--- config.mk ---
export PLATFORM = sky130hd
export DESIGN_NAME = network_acc_requant
export DESIGN_NICKNAME = d
export VERILOG_FILES = /design/src/rtl/network_acc_pkg.sv /design/src/rtl/network_acc_requant_sat.sv /design/src/rtl/network_acc_requant.sv
export SDC_FILE = /design/constraint.sdc
export NUM_CORES = 1
export LEC_CHECK = 0
export ABC_AREA = 1
export CAP_MARGIN = 15
export CORE_MARGIN = 2
export CORE_UTILIZATION = 50
export CTS_CLUSTER_SIZE = 10
export DETAILED_ROUTE_END_ITERATION = 10
export PLACE_DENSITY_LB_ADDON = 0.3
export SETUP_SLACK_MARGIN = 0.2
export SYNTH_ARGS = -nofsm -noshare
export SYNTH_HDL_FRONTEND = slang
export SYNTH_SLANG_ARGS = --single-unit
--- constraint.sdc ---
create_clock -name ap_clk -period 3.5 [get_ports ap_clk]
set_clock_uncertainty 0.05 [all_clocks]
set_input_delay 0.7 -clock ap_clk [delete_from_list [all_inputs] [get_ports ap_clk]]
set_output_delay 0.7 -clock ap_clk [all_outputs]
set_load 0.01 [all_outputs]
--- src/rtl/network_acc_pkg.sv ---
// network_acc_pkg
// Shared definitions for the product accumulator / requantizer slice.
// Holds the default widths, the output fraction shift, the window length
// limit and the window state enum used by network_acc_requant.
// Ports: none (package).
package network_acc_pkg;

    localparam int DEF_IN_WIDTH   = 30;
    localparam int DEF_ACC_WIDTH  = 40;
    localparam int DEF_OUT_WIDTH  = 16;
    localparam int DEF_FRAC_SHIFT = 14;
    localparam int DEF_MAX_BEATS  = 1024;

    // S_FIRST: the next accepted beat opens a new window.
    // S_ACC:   a window is open and beats add into the running sum.
    typedef enum logic {
        S_FIRST = 1'b0,
        S_ACC   = 1'b1
    } acc_state_t;

endpackage

--- src/rtl/network_acc_requant_sat.sv ---
// network_acc_requant_sat
// Combinational requantizer: rounds the accumulator half-up at the
// FRAC_SHIFT binary point, then clamps to the signed OUT_WIDTH range.
// Optional feature macro NETWORK_ACC_RELU_EN: when defined, negative
// clamped results are forced to zero.
// Ports:
//   acc_in  - signed accumulator value (ACC_WIDTH bits)
//   result  - signed rounded/saturated result (OUT_WIDTH bits)
module network_acc_requant_sat
    import network_acc_pkg::*;
#(
    parameter int ACC_WIDTH  = DEF_ACC_WIDTH,
    parameter int OUT_WIDTH  = DEF_OUT_WIDTH,
    parameter int FRAC_SHIFT = DEF_FRAC_SHIFT
) (
    input  logic signed [ACC_WIDTH-1:0] acc_in,
    output logic signed [OUT_WIDTH-1:0] result
);

    // One guard bit above the accumulator so adding the rounding half
    // can never wrap a value sitting at the top of the accumulator range.
    localparam int SW = ACC_WIDTH + 1;

    localparam logic signed [SW-1:0] HALF =
        {{(SW-FRAC_SHIFT){1'b0}}, 1'b1, {(FRAC_SHIFT-1){1'b0}}};
    localparam logic signed [SW-1:0] SAT_MAX =
        {{(SW-OUT_WIDTH+1){1'b0}}, {(OUT_WIDTH-1){1'b1}}};
    localparam logic signed [SW-1:0] SAT_MIN =
        {{(SW-OUT_WIDTH+1){1'b1}}, {(OUT_WIDTH-1){1'b0}}};

    logic signed [SW-1:0]        widened;
    logic signed [SW-1:0]        rounded;
    logic signed [OUT_WIDTH-1:0] clamped;

    // Round half-up by adding half an output LSB before the arithmetic
    // shift, then clamp anything outside the signed output range to the
    // nearest rail so large sums saturate instead of wrapping.
    always_comb begin
        widened = {acc_in[ACC_WIDTH-1], acc_in};
        rounded = (widened + HALF) >>> FRAC_SHIFT;
        if (rounded > SAT_MAX) begin
            clamped = SAT_MAX[OUT_WIDTH-1:0];
        end else if (rounded < SAT_MIN) begin
            clamped = SAT_MIN[OUT_WIDTH-1:0];
        end else begin
            clamped = rounded[OUT_WIDTH-1:0];
        end
    end

    // Optional rectification stage applied after saturation.
    always_comb begin
`ifdef NETWORK_ACC_RELU_EN
        result = clamped[OUT_WIDTH-1] ? '0 : clamped;
`else
        result = clamped;
`endif
    end

endmodule

--- src/rtl/network_acc_requant.sv ---
// network_acc_requant
// Accumulates a window of signed products (AXI-stream style, delimited by
// prod_tlast), seeds each window with a bias aligned to the product binary
// point, and emits one requantized, saturated result per window with a
// single cycle of latency. A sticky flag reports windows longer than
// MAX_BEATS; accumulation keeps going after it is raised.
// Optional feature macro NETWORK_ACC_RELU_EN (see network_acc_requant_sat).
// Ports:
//   ap_clk       - clock, all state on the rising edge
//   ap_rst_n     - asynchronous active-low reset
//   prod_tdata   - signed product, IN_WIDTH bits
//   prod_tvalid  - product valid
//   prod_tlast   - last product of the window
//   prod_tready  - product accepted (combinational from the output stage)
//   bias_in      - signed bias, used on the first beat of a window
//   out_tdata    - signed requantized result, OUT_WIDTH bits
//   out_tvalid   - result valid
//   out_tready   - downstream ready
//   err_overrun  - sticky window-length error
module network_acc_requant
    import network_acc_pkg::*;
#(
    parameter int IN_WIDTH   = DEF_IN_WIDTH,
    parameter int ACC_WIDTH  = DEF_ACC_WIDTH,
    parameter int OUT_WIDTH  = DEF_OUT_WIDTH,
    parameter int FRAC_SHIFT = DEF_FRAC_SHIFT,
    parameter int MAX_BEATS  = DEF_MAX_BEATS
) (
    input  logic                        ap_clk,
    input  logic                        ap_rst_n,
    input  logic signed [IN_WIDTH-1:0]  prod_tdata,
    input  logic                        prod_tvalid,
    input  logic                        prod_tlast,
    output logic                        prod_tready,
    input  logic signed [OUT_WIDTH-1:0] bias_in,
    output logic signed [OUT_WIDTH-1:0] out_tdata,
    output logic                        out_tvalid,
    input  logic                        out_tready,
    output logic                        err_overrun
);

    localparam int CNT_WIDTH = $clog2(MAX_BEATS + 1);
    localparam logic [CNT_WIDTH-1:0] MAX_BEATS_CNT = CNT_WIDTH'(MAX_BEATS);

    // A full window of MAX_BEATS products needs IN_WIDTH + clog2(MAX_BEATS)
    // bits to hold its exact sum; refuse to build anything narrower.
    if (ACC_WIDTH < IN_WIDTH + $clog2(MAX_BEATS)) begin : g_acc_width_check
        $error("network_acc_requant: ACC_WIDTH too small for IN_WIDTH and MAX_BEATS");
    end

    acc_state_t                  state_q;
    acc_state_t                  state_d;
    logic signed [ACC_WIDTH-1:0] acc_q;
    logic signed [ACC_WIDTH-1:0] acc_next;
    logic signed [ACC_WIDTH-1:0] prod_ext;
    logic signed [ACC_WIDTH-1:0] bias_ext;
    logic [CNT_WIDTH-1:0]        beat_cnt_q;
    logic signed [OUT_WIDTH-1:0] sat_result;
    logic                        beat_fire;

    // A new product can be taken whenever the output register is empty or
    // is being drained this cycle, which gives full throughput.
    assign prod_tready = !out_tvalid || out_tready;
    assign beat_fire   = prod_tvalid && prod_tready;

    // Next accumulator value and next window state. The bias is moved up to
    // the product binary point so it only seeds the first beat of a window.
    always_comb begin
        prod_ext = {{(ACC_WIDTH-IN_WIDTH){prod_tdata[IN_WIDTH-1]}}, prod_tdata};
        bias_ext = {{(ACC_WIDTH-OUT_WIDTH){bias_in[OUT_WIDTH-1]}}, bias_in};
        state_d  = state_q;
        if (state_q == S_FIRST) begin
            acc_next = (bias_ext <<< FRAC_SHIFT) + prod_ext;
        end else begin
            acc_next = acc_q + prod_ext;
        end
        if (beat_fire) begin
            state_d = prod_tlast ? S_FIRST : S_ACC;
        end
    end

    network_acc_requant_sat #(
        .ACC_WIDTH  (ACC_WIDTH),
        .OUT_WIDTH  (OUT_WIDTH),
        .FRAC_SHIFT (FRAC_SHIFT)
    ) u_sat (
        .acc_in (acc_next),
        .result (sat_result)
    );

    // Window state register.
    always_ff @(posedge ap_clk or negedge ap_rst_n) begin
        if (!ap_rst_n) begin
            state_q <= S_FIRST;
        end else begin
            state_q <= state_d;
        end
    end

    // Running accumulator, updated on every accepted beat.
    always_ff @(posedge ap_clk or negedge ap_rst_n) begin
        if (!ap_rst_n) begin
            acc_q <= '0;
        end else if (beat_fire) begin
            acc_q <= acc_next;
        end
    end

    // Beats seen in the current window. The count parks at MAX_BEATS so an
    // over-long window keeps flagging without the counter wrapping; the
    // error flag is sticky until reset.
    always_ff @(posedge ap_clk or negedge ap_rst_n) begin
        if (!ap_rst_n) begin
            beat_cnt_q  <= '0;
            err_overrun <= 1'b0;
        end else if (beat_fire) begin
            if (beat_cnt_q == MAX_BEATS_CNT) begin
                err_overrun <= 1'b1;
            end
            if (prod_tlast) begin
                beat_cnt_q <= '0;
            end else if (beat_cnt_q != MAX_BEATS_CNT) begin
                beat_cnt_q <= beat_cnt_q + 1'b1;
            end
        end
    end

    // Output register. A closing beat loads a fresh result (even while the
    // previous one is being taken); otherwise a downstream accept empties it.
    always_ff @(posedge ap_clk or negedge ap_rst_n) begin
        if (!ap_rst_n) begin
            out_tvalid <= 1'b0;
            out_tdata  <= '0;
        end else if (beat_fire && prod_tlast) begin
            out_tvalid <= 1'b1;
            out_tdata  <= sat_result;
        end else if (out_tready) begin
            out_tvalid <= 1'b0;
        end
    end

endmodule
==> out/results.txt, run 1 <==
outcome -> finished with violations
failing checks -> setup timing
vias per cell -> 5.59
crit path from -> prod_tdata[1]
crit path capture type -> register
cell taking the most area after synthesis -> nand2_1
hold_buf cts -> 0
# rows -> 49
maxcap violations -> 0
wire length per cell -> 17.2 µm
maximum root-to-sink buffer count -> 2
final-report setup violation count -> 15
Die Ht -> 139 µm
top fanout value on the critical path -> 8
Max Freq -> 269 MHz
dominant cells by area after synthesis -> nand2_1 (23%), dfrtp_1 (19%), inv_1 (8.7%)
DR pass1 iterations -> 6
Worst Path Arrival -> 3.96 ns
first-pass GRT wire length -> 55,800 µm
final worst-path cycle share -> 106%
Post-Route WL -> 36,800 µm
antenna violations before repair -> 0
Post-synth EDFFs -> 0
RSZ-0062 raised after global routing -> true
Avg Cell Area, Syn -> 5.86 µm²
CTS Buf Count -> 9
Layout area overhead -> 58.6%
clk slew on worst S/H paths -> 0.08 ns
Period minus WS final -> 3.72 ns
Starting DRT DRC Count -> 1,210
synthesized instance count -> 1,552
post-placement setup slack -> -1.07 ns
Starting Density -> 50.8%
pin count of the biggest net entering global routing -> 71
register area share after synthesis -> 19.3%
hpwl dp -> 25,100 µm
synthesized area -> 0.00910 mm²
CTS tree -> yes
fin worst setup slack -> -0.218 ns
final hold viol count -> 0
Slew HR -> 37.0%
share of cells above drive strength 1 -> 42.3%
Yosys warnings -> 0
HP Class -> in2async
nets -> 2,013
Total GRT Usage -> 35.5%
Reg2Reg Launch Point -> acc_q[0]
Ant. Diodes -> 0
remaining antenna violation count -> 0
DIE WIDTH -> 139 µm
Clk Latency, worst-skew pair -> 0.36 ns
top_reg_cell synth -> dfrtp_1
H-tree depth -> 3
Power Density -> 743 mW/mm²
CTS Root Cell -> clkbuf_16
# port buffers -> 69
# IOs -> 70
#FFs+latches synth -> 70
residual DRC count -> 0
Leakage -> 7.35 nW
GRT overflow -> 0
Pins Over Slew Limit -> 0
Req. time, crit path -> 3.75 ns
Yosys top cell area share -> 22.9%
Core Util, Final -> 80.6%
Mapped Nets -> 1,663
vias -> 11.9k
routability cong. -> 1.03
vias in the first global route -> 11.4k
critical path type -> in2reg
CORE AREA -> 0.0179 mm²
Worst Tran Pin Value -> 0.945 ns
post-synthesis async set-or-reset flop share -> 100%
CP Launch Type -> primary input
die area -> 0.0193 mm²
clock sinks -> 70
IR drop worst, VDD -> 441 µV
post-synth cell types -> 48
[flip-flops by register name (all words and copies together) (netlist names)]
| name | count |
|---|---|
| beat_cnt_q | 11 |
| acc_q | 40 |
| out_tvalid | 1 |
| err_overrun | 1 |
| out_tdata | 16 |
| state_q | 1 |
[placed cells by master (no fill, tap or decap), types with 4 or more instances in the layout]
master	n
o21ai_1	6
buf_4	273
xor2_1	15
ha_4	47
inv_2	33
xnor2_1	6
buf_12	6
nand2_2	136
nand2_4	48
nand3_4	11
inv_1	195
nand3_2	46
nand4_1	27
inv_6	4
nand2_1	432
o21ai_0	53
nor3_1	6
nor3_4	4
ha_1	11
clkbuf_2	12
dfrtp_1	69
dlygate4sd2_1	14
a31oi_1	4
a21oi_4	4
nor2_4	61
a21oi_1	52
nand3_1	82
buf_2	5
a21oi_2	22
clkdlybuf4s50_1	26
clkdlybuf4s15_2	8
buf_6	14
nor2_1	76
nor2_2	34
nand3b_1	4
clkbuf_16	9
o211ai_1	4
[cell type report]
class                      instances  area [µm²]
multi-input combinational       1224        8270
fill                            1167        3470
timing repair buffer             362        2940
sequential                        70        1750
inverter                         235         892
tap                              229         287
clock buffer                       9         225
clock inverter                     7        61.3
[routing by layer]
| layer | GRT usage [%] | part of all wire (%) | vias up |
|---|---|---|---|
| met5 | 0 | 0 | - |
| met4 | 16.2 | 5.3 | 0 |
| met3 | 3.80 | 8.4 | 150 |
| met2 | 60.4 | 47 | 693 |
| met1 | 45.4 | 39 | 5476 |
| li1 | - | - | 5621 |
[path summary, 6_finish.rpt]
| path | endpoint | slack, ns | depth (start not counted) |
|---|---|---|---|
| max reg2reg | out_tdata[4] | -0.18 | 27 |
| min in group ap_clk | err_overrun | 0.42 | 1 |
| max in group asynchronous | state_q | 2.29 | 1 |
| max | out_tdata[4] | -0.22 | 27 |
| min | acc_q[7] | 0.42 | 1 |
| min reg2reg | err_overrun | 0.42 | 1 |
[Yosys cell counts (all sizes together), types with 5 or more instances]
cell type  instances
a21oi             78
buf               11
clkbuf            15
clkinv             5
dfrtp             70
ha                58
inv              230
nand2            615
nand3            139
nand4             27
nor2             172
nor3              12
o21ai             63
o21bai             5
xnor2              6
xor2              15
[where the power goes]
part | internal, W | switching, W
clock | 0.000496 | 0.000452
combinational | 0.00359 | 0.00485
sequential | 0.00109 | 0.000246
total | 0.00517 | 0.00555
[through the flow]
step	cell area (µm²)	total power [W]	TNS (ns)	std cells	hold slack, ns
after floorplan	9140	0.00497	0	1552	0.354
after global placement	11700	0.00741	-15.05	2052	0.406
after detailed placement	11700	0.00751	-16.08	2052	0.412
after CTS	13800	0.00980	-0.0193	2123	0.428
after global routing	14400	0.0113	-4.65	2136	0.454
final	14400	0.0107	-2.20	2136	0.420
[worst max-delay path: stages]
cell     delay, ns
buf_2         0.11
buf_4         0.13
ha_1          0.33
nand3_2       0.15
nand3_2       0.14
nand2_2       0.07
nand2_4       0.09
nand2_2       0.08
nand2_2       0.11
nand2_1       0.08
nand3_1       0.15
nand2_2       0.16
nor2_2        0.18
nand3_2       0.11
nor2_4        0.18
nand2_4       0.09
nor2_4        0.15
nand4_1       0.12
nand2_2       0.10
nand2_2       0.08
nor2_4        0.12
nand2_4       0.10
nand2_8       0.14
nand2_2       0.06
nand2_1       0.08
nand2_1       0.06
nand2_1       0.07
[cells by family (layout without fill, tap and decap cells)]
group | Yosys count | count (layout) | share of synthesized area (%)
compound gates | 159 | 159 | 9.41
xor+xnor | 21 | 21 | 2.02
fa+ha+maj | 60 | 60 | 8.42
buf+inv | 261 | 613 | 11.2
flops | 70 | 70 | 19.3
simple gates | 981 | 984 | 49.7
[timing repair]
action	CTS	global route
setup endpoints to repair	16	16
setup buffers	52	13
cloned	3	0
pin swaps	172	118
gates resized for setup	373	169
Power figures use the tool's default switching activity.
==> inputs of run 2 (changes only) <==
--- a/config.mk
+++ b/config.mk
@@ -12,6 +12,7 @@
 export CTS_CLUSTER_SIZE = 10
 export DETAILED_ROUTE_END_ITERATION = 10
 export PLACE_DENSITY_LB_ADDON = 0.3
+export RECOVER_POWER = 50
 export SETUP_SLACK_MARGIN = 0.2
 export SYNTH_ARGS = -nofsm -noshare
 export SYNTH_HDL_FRONTEND = slang
==> run 2 against run 1 <==
  * Largest power group unchanged
  * Combinational power about the same
  * Critical path depth unchanged
  * Critical path type unchanged
  * Flip-flop and latch count unchanged
  * The run ends with capacitance limit, slew limit, setup timing left
  * Sequential power about the same
  * Non-clock buffer count unchanged
  * Critical endpoint unchanged
  * Register-to-register slack worse by 0.02 ns
  * Sequential share of layout area about the same
  * Design area about the same
==> out/results.txt, run 2 (synthesis results as in run 1) <==
Finished Layout Cells -> 2,136
clock sinks -> 70
maxcap violations -> 2
Worst Tran Pin Value -> 1.87 ns
critical path type -> in2reg
CTS Buf Count -> 9
Die Ht -> 139 µm
Slew HR -> -24.7%
Starting DRT DRC Count -> 1,181
outcome -> finished with violations
crit path capture type -> register
post-placement setup slack -> -1.07 ns
first-pass GRT wire length -> 55,800 µm
Reg with most FFs -> acc_q
wire length per cell -> 17.2 µm
share of cells above drive strength 1 -> 42.2%
IR drop worst, VDD -> 439 µV
Critical Path End -> out_tdata[4]
number of flip-flops in the largest register -> 40
fin worst setup slack -> -0.211 ns
nets -> 2,013
Max Freq -> 269 MHz
# port buffers -> 69
antenna violations before repair -> 0
routability cong. -> 1.03
vias -> 11.9k
maximum root-to-sink buffer count -> 2
final worst-path cycle share -> 106%
pin count of the biggest net entering global routing -> 71
CP Launch Type -> primary input
CTS tree -> yes
met3 wire len -> 2880 µm
top flop regs -> acc_q (40), out_tdata (16), beat_cnt_q (11)
CORE AREA -> 0.0179 mm²
Worst Reg-to-Reg Cells -> 27
DR pass1 iterations -> 5
commonest non-fill, non-tap cell in the layout -> nand2_1
Ant. Diodes -> 0
# rows -> 49
Power Density -> 743 mW/mm²
# fillers -> 1,171
Reg2Reg Launch Point -> acc_q[0]
RSZ-0062 raised after global routing -> true
remaining antenna violation count -> 0
CTS Root Cell -> clkbuf_16
Period minus WS final -> 3.71 ns
HP Class -> reg2reg
Placed Cells -> 2,052
final hold viol count -> 0
# IOs -> 70
R2R setup slack -> -0.20 ns
H-tree depth -> 3
Worst Path Arrival -> 3.96 ns
Leakage -> 7.34 nW
vias per cell -> 5.56
Req. time, crit path -> 3.75 ns
Met2 Wirelength -> 17,300 µm
DIE WIDTH -> 139 µm
Clk Latency, worst-skew pair -> 0.36 ns
hpwl dp -> 25,100 µm
most frequent cells in the layout -> nand2_1 (433), buf_4 (271), inv_1 (195)
reg2reg end -> out_tdata[4]
WL met1 -> 14,500 µm
vias in the first global route -> 11.4k
GRT overflow -> 0
Total GRT Usage -> 35.5%
die area -> 0.0193 mm²
top fanout value on the critical path -> 8
crit path from -> prod_tdata[1]
Post-Route WL -> 36,700 µm
Highest Signal Layer -> met4
final-report setup violation count -> 15
Pins Over Slew Limit -> 121
clk slew on worst S/H paths -> 0.07 ns
residual DRC count -> 0
Layout area overhead -> 58.5%
Starting Density -> 50.8%
failing checks -> capacitance limit, slew limit, setup timing
setup TNS -> -2.02 ns
## run 2: cell types whose count changed in the layout (fill, tap and decap cells not counted)
cell	previous run	this run
clkbuf_1	0	1
nand2_2	136	135
nand2_1	432	433
clkbuf_2	12	13
buf_4	273	271
## run 2: worst max-delay path, stage by stage
cell and delay (ns):
buf_2 0.11, buf_4 0.13, ha_1 0.33, nand3_2 0.15, nand3_2 0.14, nand2_2 0.07, nand2_4 0.09, nand2_2 0.08
nand2_2 0.11, nand2_1 0.08, nand3_1 0.15, nand2_2 0.15, nor2_2 0.18, nand3_2 0.11, nor2_4 0.18, nand2_4 0.09
nor2_4 0.15, nand4_1 0.12, nand2_2 0.10, nand2_2 0.08, nor2_4 0.12, nand2_4 0.10, nand2_8 0.14, nand2_2 0.07
nand2_1 0.08, nand2_1 0.06, nand2_1 0.07
## run 2: timing repair
action                                  4_1_cts  5_1_grt
setup buffers                                52       13
endpoints found under the setup margin       16       16
cloned                                        3        0
pin swaps                                   172      118
hold buffers                                  0        0
resized for setup                           373      169
## run 2: layer usage
metal	track usage, %	vias to the layer above
met1	45.4	5466
met3	3.80	156
li1	-	5627
met2	60.4	619
met5	0	-
met4	16.2	0
## run 2: power by group
group          internal, W  leakage [nW]  switching (W)
sequential         0.00109         0.856       0.000246
clock             0.000496         0.135       0.000447
combinational      0.00359          6.35        0.00484
## run 2: how the worst min path moves through the flow
| stage | to | startpoint | slack [ns] | depth (start not counted) |
|---|---|---|---|---|
| floorplan | acc_q[0] | ap_rst_n | 0.35 | 0 |
| finish | err_overrun | err_overrun | 0.42 | 1 |
| CTS | err_overrun | err_overrun | 0.43 | 1 |
| global placement | err_overrun | err_overrun | 0.41 | 1 |
| detailed placement | err_overrun | err_overrun | 0.41 | 1 |
| global route | out_tdata[12] | out_tdata[12] | 0.45 | 2 |
## run 2: layout make-up
type	instances	area (µm²)	share of cell area (%)
clock buffers	9	225	1.56
clock inverters	7	61.3	0.425
inverters	235	892	6.19
multi-input cells	1224	8270	57.3
flip-flops and latches	70	1750	12.2
well taps	229	287	1.99
repair buffers	362	2930	20.3
## run 2: per-stage QoR
stage / instance area, µm² / hold WS, ns / util, % / power (W)
floorplan: 9140 / 0.354 / - / 0.00497
global placement: 11700 / 0.406 / 65.5 / 0.00741
detailed placement: 11700 / 0.412 / 65.5 / 0.00751
CTS: 13800 / 0.428 / 77.3 / 0.00980
global route: 14400 / 0.454 / 80.6 / 0.0113
finish: 14400 / 0.420 / 80.6 / 0.0107
==> inputs of run 3 (changes only) <==
--- a/config.mk
+++ b/config.mk
@@ -14,6 +14,7 @@
 export PLACE_DENSITY_LB_ADDON = 0.3
 export RECOVER_POWER = 50
 export SETUP_SLACK_MARGIN = 0.2
+export SKIP_LAST_GASP = 1
 export SYNTH_ARGS = -nofsm -noshare
 export SYNTH_HDL_FRONTEND = slang
 export SYNTH_SLANG_ARGS = --single-unit
==> run 3 against run 2 <==
  * Non-clock buffer count is the same
  * Power grew 0.19%
  * Combinational power is essentially flat
  * Critical path depth is the same
  * Worst setup slack gained 0.0093 ns
  * Design area is the same
  * Sequential power is essentially flat
  * Maximum frequency grew 0.25%
  * The flow still finishes with violations (capacitance limit, slew limit, setup timing)
  * Wire length grew 0.36%
==> out/results.txt, run 3 (synthesis results as in run 1) <==
Post-Route WL -> 36,800 µm
Ant. Diodes -> 0
Pins Over Slew Limit -> 121
IR drop worst, VDD -> 438 µV
CORE AREA -> 0.0179 mm²
maximum root-to-sink buffer count -> 2
Placed Cells -> 2,052
Max Freq -> 270 MHz
Period minus WS final -> 3.70 ns
CTS Buf Count -> 9
critical path type -> in2reg
fin worst setup slack -> -0.201 ns
vias in the first global route -> 11.4k
Slew HR -> -23.5%
crit path capture type -> register
DR pass1 iterations -> 6
hold_buf cts -> 0
final-report setup violation count -> 15
Power Density -> 744 mW/mm²
vias -> 11.9k
HP Class -> reg2reg
CTS tree -> yes
CP peak stage delay -> 0.33 ns
# fillers -> 1,171
hold path startpoint -> err_overrun
WP depth -> 27
total chip power -> 0.0107 W
Reg with most FFs -> acc_q
antenna violations before repair -> 0
# port buffers -> 69
Die Ht -> 139 µm
Layout area overhead -> 58.5%
hpwl dp -> 25,100 µm
Total GRT Usage -> 35.5%
residual DRC count -> 0
Worst Tran Pin Value -> 1.85 ns
RSZ-0062 raised after global routing -> true
top flop regs -> acc_q (40), out_tdata (16), beat_cnt_q (11)
die area -> 0.0193 mm²
# rows -> 49
reg2reg end -> out_tdata[4]
CP bufs+invs -> 2
post-placement setup slack -> -1.07 ns
Finished Layout Cells -> 2,136
final worst-path cycle share -> 106%
nets -> 2,013
wire length per cell -> 17.2 µm
routability cong. -> 1.03
Starting DRT DRC Count -> 1,138
first-pass GRT wire length -> 55,800 µm
CP Launch Type -> primary input
crit path from -> prod_tdata[1]
R2R setup slack -> -0.19 ns
clock sinks -> 70
remaining antenna violation count -> 0
GRT overflow -> 0
Slowest cell on crit path -> ha_1
CTS Root Cell -> clkbuf_16
number of flip-flops in the largest register -> 40
# IOs -> 70
Req. time, crit path -> 3.75 ns
DIE WIDTH -> 139 µm
Critical Path End -> out_tdata[4]
share of cells above drive strength 1 -> 42.2%
most frequent cells in the layout -> nand2_1 (433), buf_4 (271), inv_1 (195)
commonest non-fill, non-tap cell in the layout -> nand2_1
Clk Latency, worst-skew pair -> 0.36 ns
CP top delay family -> simple AND/OR/NAND/NOR gates
Leakage -> 7.34 nW
Worst Reg-to-Reg Cells -> 27
outcome -> finished with violations
most used cell, CP -> nand2_2
maxcap violations -> 2
failing checks -> capacitance limit, slew limit, setup timing
H-tree depth -> 3
pin count of the biggest net entering global routing -> 71
clk slew on worst S/H paths -> 0.07 ns
Reg2Reg Launch Point -> acc_q[0]
vias per cell -> 5.59
Worst Path Arrival -> 3.95 ns
top fanout value on the critical path -> 8
final hold viol count -> 0
Starting Density -> 50.8%
[run 3: layout make-up]
| cell class | count | area (µm²) | area share (%) |
|---|---|---|---|
| inverter | 235 | 892 | 6.19 |
| sequential | 70 | 1750 | 12.2 |
| timing repair buffer | 362 | 2930 | 20.3 |
| clock inverter | 7 | 61.3 | 0.425 |
| multi-input combinational | 1224 | 8270 | 57.3 |
| tap | 229 | 287 | 1.99 |
| clock buffer | 9 | 225 | 1.56 |
[run 3: power breakdown]
part	internal, W	leakage (nW)	switching [W]
logic	0.00359	6.35	0.00486
clock network	0.000496	0.135	0.000451
registers	0.00109	0.856	0.000248
total	0.00517	7.34	0.00556
[run 3: worst min-delay path by stage]
stage,end,cells after the start
2_1_floorplan,acc_q[0],0
3_3_place_gp,err_overrun,1
3_5_place_dp,err_overrun,1
4_1_cts,err_overrun,1
5_1_grt,out_tdata[12],2
6_report,err_overrun,1
[run 3: worst register-to-register path, cell delays in order (launching register included)]
cell and delay, ns:
dfrtp_1 0.39, ha_4 0.17, inv_4 0.04, fa_2 0.43
nor2_4 0.12, nand2_2 0.08, nand3_4 0.10, nand3_4 0.09
nand3b_1 0.11, nand3_2 0.11, nand2_4 0.13, ha_4 0.17
inv_2 0.06, nor2_2 0.12, nand3_2 0.11, nor2_4 0.19
nand2_4 0.09, nor2_4 0.15, nand4_1 0.11, nand2_2 0.10
nand2_2 0.08, nor2_4 0.12, nand2_4 0.10, nand2_8 0.14
nand2_2 0.07, nand2_1 0.08, nand2_1 0.06, nand2_1 0.08
[run 3: what timing repair did]
item	CTS	global route
hold endpoints to repair	0	0
setup buffers	52	13
pin swaps	172	118
endpoints found under the setup margin	16	16
gates cloned	3	0
gates resized for setup	373	169
[run 3: layer usage]
layer	track usage (%)	up-vias	wire length (µm)
met5	0	-	0
met4	16.2	0	2020
met3	3.80	152	3050
met2	60.4	689	17300
met1	45.4	5468	14500
li1	-	5621	-
[run 3: metrics by stage]
step                instance area [µm²]  setup TNS [ns]  hold WS [ns]  utilization [%]
finish                            14400           -1.94         0.420             80.6
global placement                  11700          -15.05         0.406             65.5
global route                      14400           -4.65         0.454             80.6
floorplan                          9140               0         0.354                -
detailed placement                11700          -16.08         0.412             65.5
CTS                               13800         -0.0193         0.428             77.3
